**config.mk**
```make
export PLATFORM = sky130hd
export DESIGN_NAME = alu_shift_seq
export DESIGN_NICKNAME = d
export VERILOG_FILES = /design/src/rtl/alu_pkg.sv /design/src/rtl/alu_shift_step.sv /design/src/rtl/alu_shift_seq.sv
export SDC_FILE = /design/constraint.sdc
export NUM_CORES = 1
export LEC_CHECK = 0
export CORE_ASPECT_RATIO = 0.7
export CORE_MARGIN = 2
export CORE_UTILIZATION = 41
export DETAILED_ROUTE_END_ITERATION = 12
export GPL_ROUTABILITY_DRIVEN = 0
export PLACE_DENSITY = 0.81
export SLEW_MARGIN = 20
export SYNTH_ARGS = -nofsm -noshare
export SYNTH_HDL_FRONTEND = slang
export SYNTH_HIERARCHICAL = 1
export SYNTH_SLANG_ARGS = --single-unit
```
**constraint.sdc**
```tcl
create_clock -name clk -period 3.3 [get_ports clk]
set_input_delay 0.495 -clock clk [delete_from_list [all_inputs] [get_ports clk]]
set_output_delay 0.495 -clock clk [all_outputs]
set_load 0.02 [all_outputs]
```
**src/rtl/alu_pkg.sv**
```systemverilog
// Shared definitions for the sequential shift/rotate ALU slice:
// opcode encodings, FSM state type and default operand width.
package alu_pkg;

  localparam int DEFAULT_WIDTH = 16;

  localparam logic [2:0] OPCODE_SLL           = 3'b011;
  localparam logic [2:0] OPCODE_SAR           = 3'b100;
  localparam logic [2:0] OPCODE_ROTATIONLEFT  = 3'b101;
  localparam logic [2:0] OPCODE_ROTATIONRIGHT = 3'b110;
  localparam logic [2:0] OPCODE_SRL           = 3'b111;

  typedef enum logic [1:0] {
    IDLE,
    SHIFT,
    DONE
  } shift_state_e;

  function automatic logic is_rotate(input logic [2:0] op);
    return (op == OPCODE_ROTATIONLEFT) || (op == OPCODE_ROTATIONRIGHT);
  endfunction

  function automatic logic is_shift(input logic [2:0] op);
    return (op == OPCODE_SLL) || (op == OPCODE_SRL) || (op == OPCODE_SAR);
  endfunction

endpackage

```
**src/rtl/alu_shift_step.sv**
```systemverilog
// One bounded shift/rotate step: moves data by k positions (0..STEP) in
// the direction and with the fill selected by op.
module alu_shift_step
  import alu_pkg::*;
#(
  parameter int WIDTH = DEFAULT_WIDTH,
  parameter int STEP  = 1,
  localparam int KW   = $clog2(STEP + 1)
) (
  input  logic [WIDTH-1:0] data,
  input  logic [2:0]       op,
  input  logic [KW-1:0]    k,
  output logic [WIDTH-1:0] shifted
);

  logic [31:0] amt;
  logic [31:0] back;

  assign amt  = 32'(k);
  // With k=0 the wrap-around term shifts by WIDTH and vanishes, so rotates
  // need no special case.
  assign back = 32'(WIDTH) - amt;

  always_comb begin
    // NOTE: every output of a combinational block gets a default first, so
    // no path through the case leaves it unassigned and infers a latch.
    shifted = data;
    case (op)
      OPCODE_SLL:           shifted = data << amt;
      OPCODE_SRL:           shifted = data >> amt;
      OPCODE_SAR:           shifted = $signed(data) >>> amt;
      OPCODE_ROTATIONLEFT:  shifted = (data << amt) | (data >> back);
      OPCODE_ROTATIONRIGHT: shifted = (data >> amt) | (data << back);
      default:              shifted = data;
    endcase
  end

endmodule

```
**src/rtl/alu_shift_seq.sv**
```systemverilog
// Multi-cycle shift/rotate unit with valid/ready request and response
// channels; moves at most STEP bit positions per enabled clock.
module alu_shift_seq
  import alu_pkg::*;
#(
  parameter int WIDTH = DEFAULT_WIDTH,
  parameter int STEP  = 1            // power of two, 1..WIDTH
) (
  input  logic             clk,
  input  logic             rst_n,
  input  logic             en,
  input  logic             in_valid,
  output logic             in_ready,
  input  logic [WIDTH-1:0] A,
  input  logic [WIDTH-1:0] B,
  input  logic [2:0]       opcode,
  output logic             out_valid,
  input  logic             out_ready,
  output logic [WIDTH-1:0] result
);

  localparam int CW = $clog2(WIDTH + 1);
  localparam int KW = $clog2(STEP + 1);

  localparam logic [CW-1:0]    CNT_FULL   = CW'(WIDTH);
  localparam logic [CW-1:0]    STEP_CNT   = CW'(STEP);
  localparam logic [KW-1:0]    STEP_K     = KW'(STEP);
  localparam logic [WIDTH-1:0] WIDTH_OPER = WIDTH'(WIDTH);

  shift_state_e     state_q, state_d;
  logic [WIDTH-1:0] data_q, data_d;
  logic [2:0]       op_q, op_d;
  logic [CW-1:0]    cnt_q, cnt_d;

  logic [CW-1:0]    acc_cnt;
  logic [KW-1:0]    step_k;
  logic [WIDTH-1:0] step_out;

  // Effective count at acceptance: shifts saturate at WIDTH, rotates wrap.
  always_comb begin
    acc_cnt = '0;
    if (is_shift(opcode)) begin
      acc_cnt = (B >= WIDTH_OPER) ? CNT_FULL : CW'(B);
    end else if (is_rotate(opcode)) begin
      acc_cnt = CW'(B % WIDTH_OPER);
    end
  end

  assign step_k = (cnt_q < STEP_CNT) ? KW'(cnt_q) : STEP_K;

  alu_shift_step #(
    .WIDTH (WIDTH),
    .STEP  (STEP)
  ) u_step (
    .data    (data_q),
    .op      (op_q),
    .k       (step_k),
    .shifted (step_out)
  );

  always_comb begin
    state_d   = state_q;
    data_d    = data_q;
    op_d      = op_q;
    cnt_d     = cnt_q;
    in_ready  = (state_q == IDLE);
    out_valid = (state_q == DONE);
    result    = data_q;

    if (en) begin
      case (state_q)
        IDLE: begin
          if (in_valid && in_ready) begin
            op_d    = opcode;
            cnt_d   = acc_cnt;
            // Illegal opcodes report zero and skip straight to DONE.
            data_d  = (is_shift(opcode) || is_rotate(opcode)) ? A : '0;
            state_d = (acc_cnt != '0) ? SHIFT : DONE;
          end
        end
        SHIFT: begin
          data_d = step_out;
          cnt_d  = cnt_q - CW'(step_k);
          if (cnt_d == '0) begin
            state_d = DONE;
          end
        end
        DONE: begin
          if (out_ready) begin
            state_d = IDLE;
          end
        end
        default: state_d = IDLE;
      endcase
    end
  end

  always_ff @(posedge clk or negedge rst_n) begin
    if (!rst_n) begin
      state_q <= IDLE;
      data_q  <= '0;
      op_q    <= '0;
      cnt_q   <= '0;
    end else begin
      // NOTE: state registers use non-blocking assignment so every flop
      // samples the pre-edge values, independent of statement order.
      state_q <= state_d;
      data_q  <= data_d;
      op_q    <= op_d;
      cnt_q   <= cnt_d;
    end
  end

endmodule

```
; ---- Word level (Yosys, flattened, before mapping)
; Cells that the tools add are included.
[word_totals]
elab_cells = 59
out_inout_bits = 18
reg_bits = 26
[classes]
shift = 5
add_sub_neg = 2
n_lt_le_gt_ge = 2
muxes = 15
n_eq_ne = 16
bitwise_logic = 2
n_reduce_logical = 13
[op_table]
columns = cell, count
row1 = $pmux W16 S5, 1
row2 = $mux W16, 2
row3 = $or A16 B16 Y16, 2
row4 = $pmux W16 S2, 1
row5 = $shl A16 B32 Y16, 1
row6 = $shr A16 B32 Y16, 1
row7 = $eq A3 B3 Y1 const B, 8
row8 = $ge A16 B5 Y1 const B, 1
row9 = $shl A16 B1 Y16, 1
row10 = $shr A16 B1 Y16, 1
row11 = $sshr A16 B1 Y16, 1
row12 = $mux W5, 3
row13 = $pmux W5 S2, 1
row14 = $mux W2, 4
row15 = $reduce_and A4 Y1, 2
row16 = $eq A3 B2 Y1 const B, 2
row17 = $ne A6 B1 Y1 const B, 1
row18 = $pmux W2 S3, 1
row19 = $reduce_and A3 Y1, 2
row20 = $sub A5 B1 Y6 const A, 1
row21 = $logic_not A5 Y1, 1
row22 = $lt A5 B1 Y1 const B, 1
row23 = $reduce_bool A5 Y1, 1
row24 = $sub A5 B1 Y5, 1
row25 = 10 further kinds, 14

; ---- Longest topological paths before layout
[depth]
depth_word = 8
depth_mapped = 10

; ---- By module
; The synthesis kept the hierarchy.
[modules_own_cells]
columns = module, cells_per_inst, area_per_inst_um2, instances
row1 = alu_shift_seq, 165, 1432.6, 1
row2 = alu_shift_step, 83, 545.5, 1

; ---- Worst setup path before layout
; Ideal clock, no wire load.
[synth_path]
path_kind = reg2reg
start = reg cnt_q[2]
end = reg data_q[2], in the netlist result[2]
setup_slack_ns = 1.504
synth_period_minus_slack_ns = 1.796
t_arrival_ns = 1.660
path_stages_with_launch = 11
setup_ns = 0.136
path_cell_list = dfrtp_1 -> clkbuf_1 -> nor3_1 -> nand2_1 -> buf_2 -> and4b_1 -> buf_2 -> nand2_1 -> o211ai_1 -> a21oi_1 -> o21ai_0
[synth_between]
elab_chain_cells = 7
[synth_lines]
columns = item, line
row1 = start: declaration, alu_shift_seq.sv:33  ; logic [CW-1:0] cnt_q, cnt_d;
row2 = start signal: assignment, alu_shift_seq.sv:110  ; cnt_q <= cnt_d;
row3 = $lt A5 B1 Y1 (*), alu_shift_seq.sv:49  ; assign step_k = (cnt_q < STEP_CNT) ? KW'(cnt_q) : STEP_K;
row4 = $mux W1 (*), alu_shift_seq.sv:49
row5 = named net step_k, alu_shift_seq.sv:36  ; logic [KW-1:0] step_k;
row6 = $sub A5 B1 Y6, alu_shift_step.sv:22  ; assign back = 32'(WIDTH) - amt;
row7 = $shl A16 B32 Y16 or $shr A16 B32 Y16 (tied branches), "alu_shift_step.sv:33, alu_shift_step.sv:32"
row8 = $or A16 B16 Y16 (on tied branches), "alu_shift_step.sv:33, alu_shift_step.sv:32"
row9 = $pmux W16 S5 (*), alu_shift_step.sv:28  ; case (op)
row10 = named net step_out[2], alu_shift_seq.sv:37  ; logic [WIDTH-1:0] step_out;
row11 = $pmux W16 S2 (*), alu_shift_seq.sv:71  ; case (state_q)
row12 = end signal: assignment, alu_shift_seq.sv:108  ; data_q <= data_d;
row13 = end: declaration, alu_shift_seq.sv:31  ; logic [WIDTH-1:0] data_q, data_d;
; The timed path passes the listed nets; every way through them passes the cells marked *.
; A chain may end at the register's enable or synchronous reset.

; ---- Final worst setup path
[layout_path]
start = reg cnt_q[2]
end = reg data_q[5], in the netlist result[5]
; Same word-level chain as after synthesis.

==> results by group <==
Run status
  – Outcome: complete, no violations

Final layout
  – Syn-to-layout area delta: 29.60%
  – Layout cell share with drive strength beyond 1: 4.138%
  – Diode count: 0
  – Commonest non-fill, non-tap cell in the layout: clkdlybuf4s50_1
  – Commonest cells after routing, fill and taps aside: clkdlybuf4s50_1, nand2_1, o21ai_0, dfrtp_1, a21oi_1
  – Nets: 333
  – Core Util, Final: 54.51%
  – Final-layout fill cell count: 466

GRT
  – Grt met3 use: 5.186%
  – Vias in the first global route: 2050
  – GR peak layer: met2
  – GRT overflow: 0
  – Initial antenna violation count: 0
  – Largest net degree at the start of global routing: 27
  – All-layer global routing usage: 21.00%
  – Grt met1 use: 29.77%
  – M2 GR Usage: 32.82%
  – First-pass GRT wire length: 9390 um

Placement
  – Final HPWL DP: 3765 um
  – Pre-CTS setup slack: 0.9150 ns
  – I/O Buffers: 57

Synthesis
  – Cell Area, Synth: 1978 um^2
  – Register area share after synthesis: 32.89%
  – Post-synth EDFFs: 0
  – Syn avg cell area: 7.976 um^2
  – FFs w/ async S/R, synth: 100.0%
  – Main flop type after synthesis: dfrtp_1
  – Yosys warnings: 6
  – Top cell type's share of synthesized area: 32.89%
  – Synth Instances: 248
  – Synth cell types: 45
  – Syn Nets: 289
  – Synth top area cells: dfrtp_1, o21ai_0, nand2_1
  – Biggest area consumer among synthesized cells: dfrtp_1
  – FF+latch count, synth: 26

Power
  – Int Pwr: 1007 uW
  – Switching Share: 47.32%
  – Max IR drop VDD: 0.0002689 V
  – Pwr dens: 745.4 nW/um^2
  – Pleak: 0.001010 uW
  – Clk pwr share: 9.4%
  – Net Sw Power: 904.2 uW
  – Sequential fraction of design power: 32.7%
  – Comb power frac: 57.9%

Worst setup path
  – Critical R2R Launch: cnt_q[2]
  – R2R setup slack: 1.11 ns
  – CP cell instances: nor3_1, nand2_1, and4b_1, nand2_1, o211ai_1, a21oi_1, o21ai_0
  – Worst Reg-to-Reg Cells: 7
  – Max incr delay on CP: 0.48 ns
  – Most Frequent Cell on Critical Path: nand2_1
  – Crit Path Max Fanout: 12
  – CP max stage cell: dfrtp_1
  – RR Endpoint: result[5]
  – Critical Path AT: 2.30 ns
  – Data required, critical path: 3.41 ns
  – Startpoint Class: flop
  – CP endpoint kind: flop
  – Critical path start-end classification: flop to flop

CTS
  – Hold_buf cts: 0
  – Number of CTS-inserted buffers: 3
  – CTS tree: done
  – CTS HTree Levels: 1
  – # Post-CTS Setup Buffers: 0
  – CTS resizes: 0
  – Clk buf depth: 2
  – Worst-Skew Late Latency: 0.27 ns
  – Clk sinks: 26
  – Clock root buffer master: clkbuf_8
  – Clock transition at path regs: 0.09 ns

Floorplan
  – Number of placement rows: 21
  – Core footprint: 4703 um^2
  – Die height: 62.12 um
  – I/O pins: 58
  – Initial Util: 42.06%
  – Die width: 87.02 um
  – Die area: 5405 um^2

Timing
  – RSZ-0062 raised after global routing: no
  – Worst Skew: 0.001797 ns
  – Final Setup Violations: 0
  – Final worst slack: 1.112 ns
  – FMAX: 457.1 MHz
  – Ratio of final minimum period to clock period: 66.30%
  – Min Tclk post-route: 2.188 ns
  – Worst slew margin relative to its limit: 49.40%
  – Worst Tran Pin Value: 0.7568 ns
  – Final Slew Violations: 0
  – Hold Vio Cnt, Final: 0
  – Hold_ws: 0.5918 ns
  – Fin Setup TNS: 0 ns

Worst hold path
  – Min-delay worst type: primary input to asynchronous set/reset pin

Detailed routing
  – Avg WL per Cell: 15.34 um
  – Antenna Nets Post-Route: 0
  – DRC viols: 0
  – Vias/cell: 5.767
  – Via count: 2001
  – Detailed Route WL: 5324 um
  – DR iter-0 viols: 182
  – TritonRoute pass-1 iters: 4

Run
  – Number of max-cap violations: 0
[layout make-up]
| class | instances | area (um^2) | share of cell area, % |
|---|---|---|---|
| timing repair buffer | 60 | 593.1 | 23.13 |
| inverter | 4 | 15.01 | 0.5857 |
| multi-input combinational | 197 | 1192 | 46.51 |
| clock buffer | 3 | 41.29 | 1.611 |
| tap | 57 | 71.32 | 2.782 |
| sequential | 26 | 650.6 | 25.38 |
[cells by family after synthesis]
kind of cell / after synthesis / synth area share [%]
flops: 26 / 32.89
xor+xnor: 3 / 1.329
buf+inv: 25 / 6.831
simple gates: 90 / 23.28
fa+ha+maj: 1 / 0.6324
compound gates: 87 / 26.76
mux: 16 / 8.286
[power groups by stage]
stage	Combinational, uW	Sequential, uW	Clock, uW
floorplan	836	596	0
global placement	1070	622	0
detailed placement	1100	630	0
CTS	1100	623	183
global route	1230	653	200
finish	1110	626	179
[worst max-delay path by stage]
stage / from / to / slack (ns) / cells after the start
after floorplan: cnt_q[2] / result[2] / 1.50 / 10
after global placement: en / cnt_q[3] / 0.98 / 5
after detailed placement: en / cnt_q[3] / 0.91 / 5
after CTS: cnt_q[2] / result[5] / 1.16 / 7
after global routing: cnt_q[2] / result[5] / 0.97 / 7
final: cnt_q[2] / result[5] / 1.11 / 7
[layer usage]
metal / vias up / share of wire [%]
met2: 87 / 45
met3: 4 / 7.4
met5: - / 0
met1: 913 / 47
li1: 997 / -
met4: 0 / 0.30
[stage by stage]
stage | std cells | area, um^2 | total power (uW)
after global placement | 344 | 2522 | 1693
after global routing | 347 | 2564 | 2088
after floorplan | 248 | 1978 | 1432
after CTS | 347 | 2564 | 1907
after detailed placement | 344 | 2522 | 1726
final | 347 | 2564 | 1911
[critical path, delay by kind of cell, from the launching register on]
kind	cells	cell delay, ns
simple gates	4	1.14
compound gates	3	0.40
flops	1	0.48
[flip-flops by register name, summed over array words and instances, names as in the netlist]
register / count
result: 16
op_q: 3
cnt_q: 5
state_q: 2
[cell usage after synthesis (all sizes together) (3+ instances only)]
cell	number
nor2b	4
nor2	7
nand3	4
buf	12
mux2	3
inv	4
and3	18
clkbuf	9
a21oi	22
nor4	3
o211ai	14
nand2	38
nand4	7
mux2i	13
dfrtp	26
o21ai	38
Note: power is estimated with default switching activity, not from simulation.
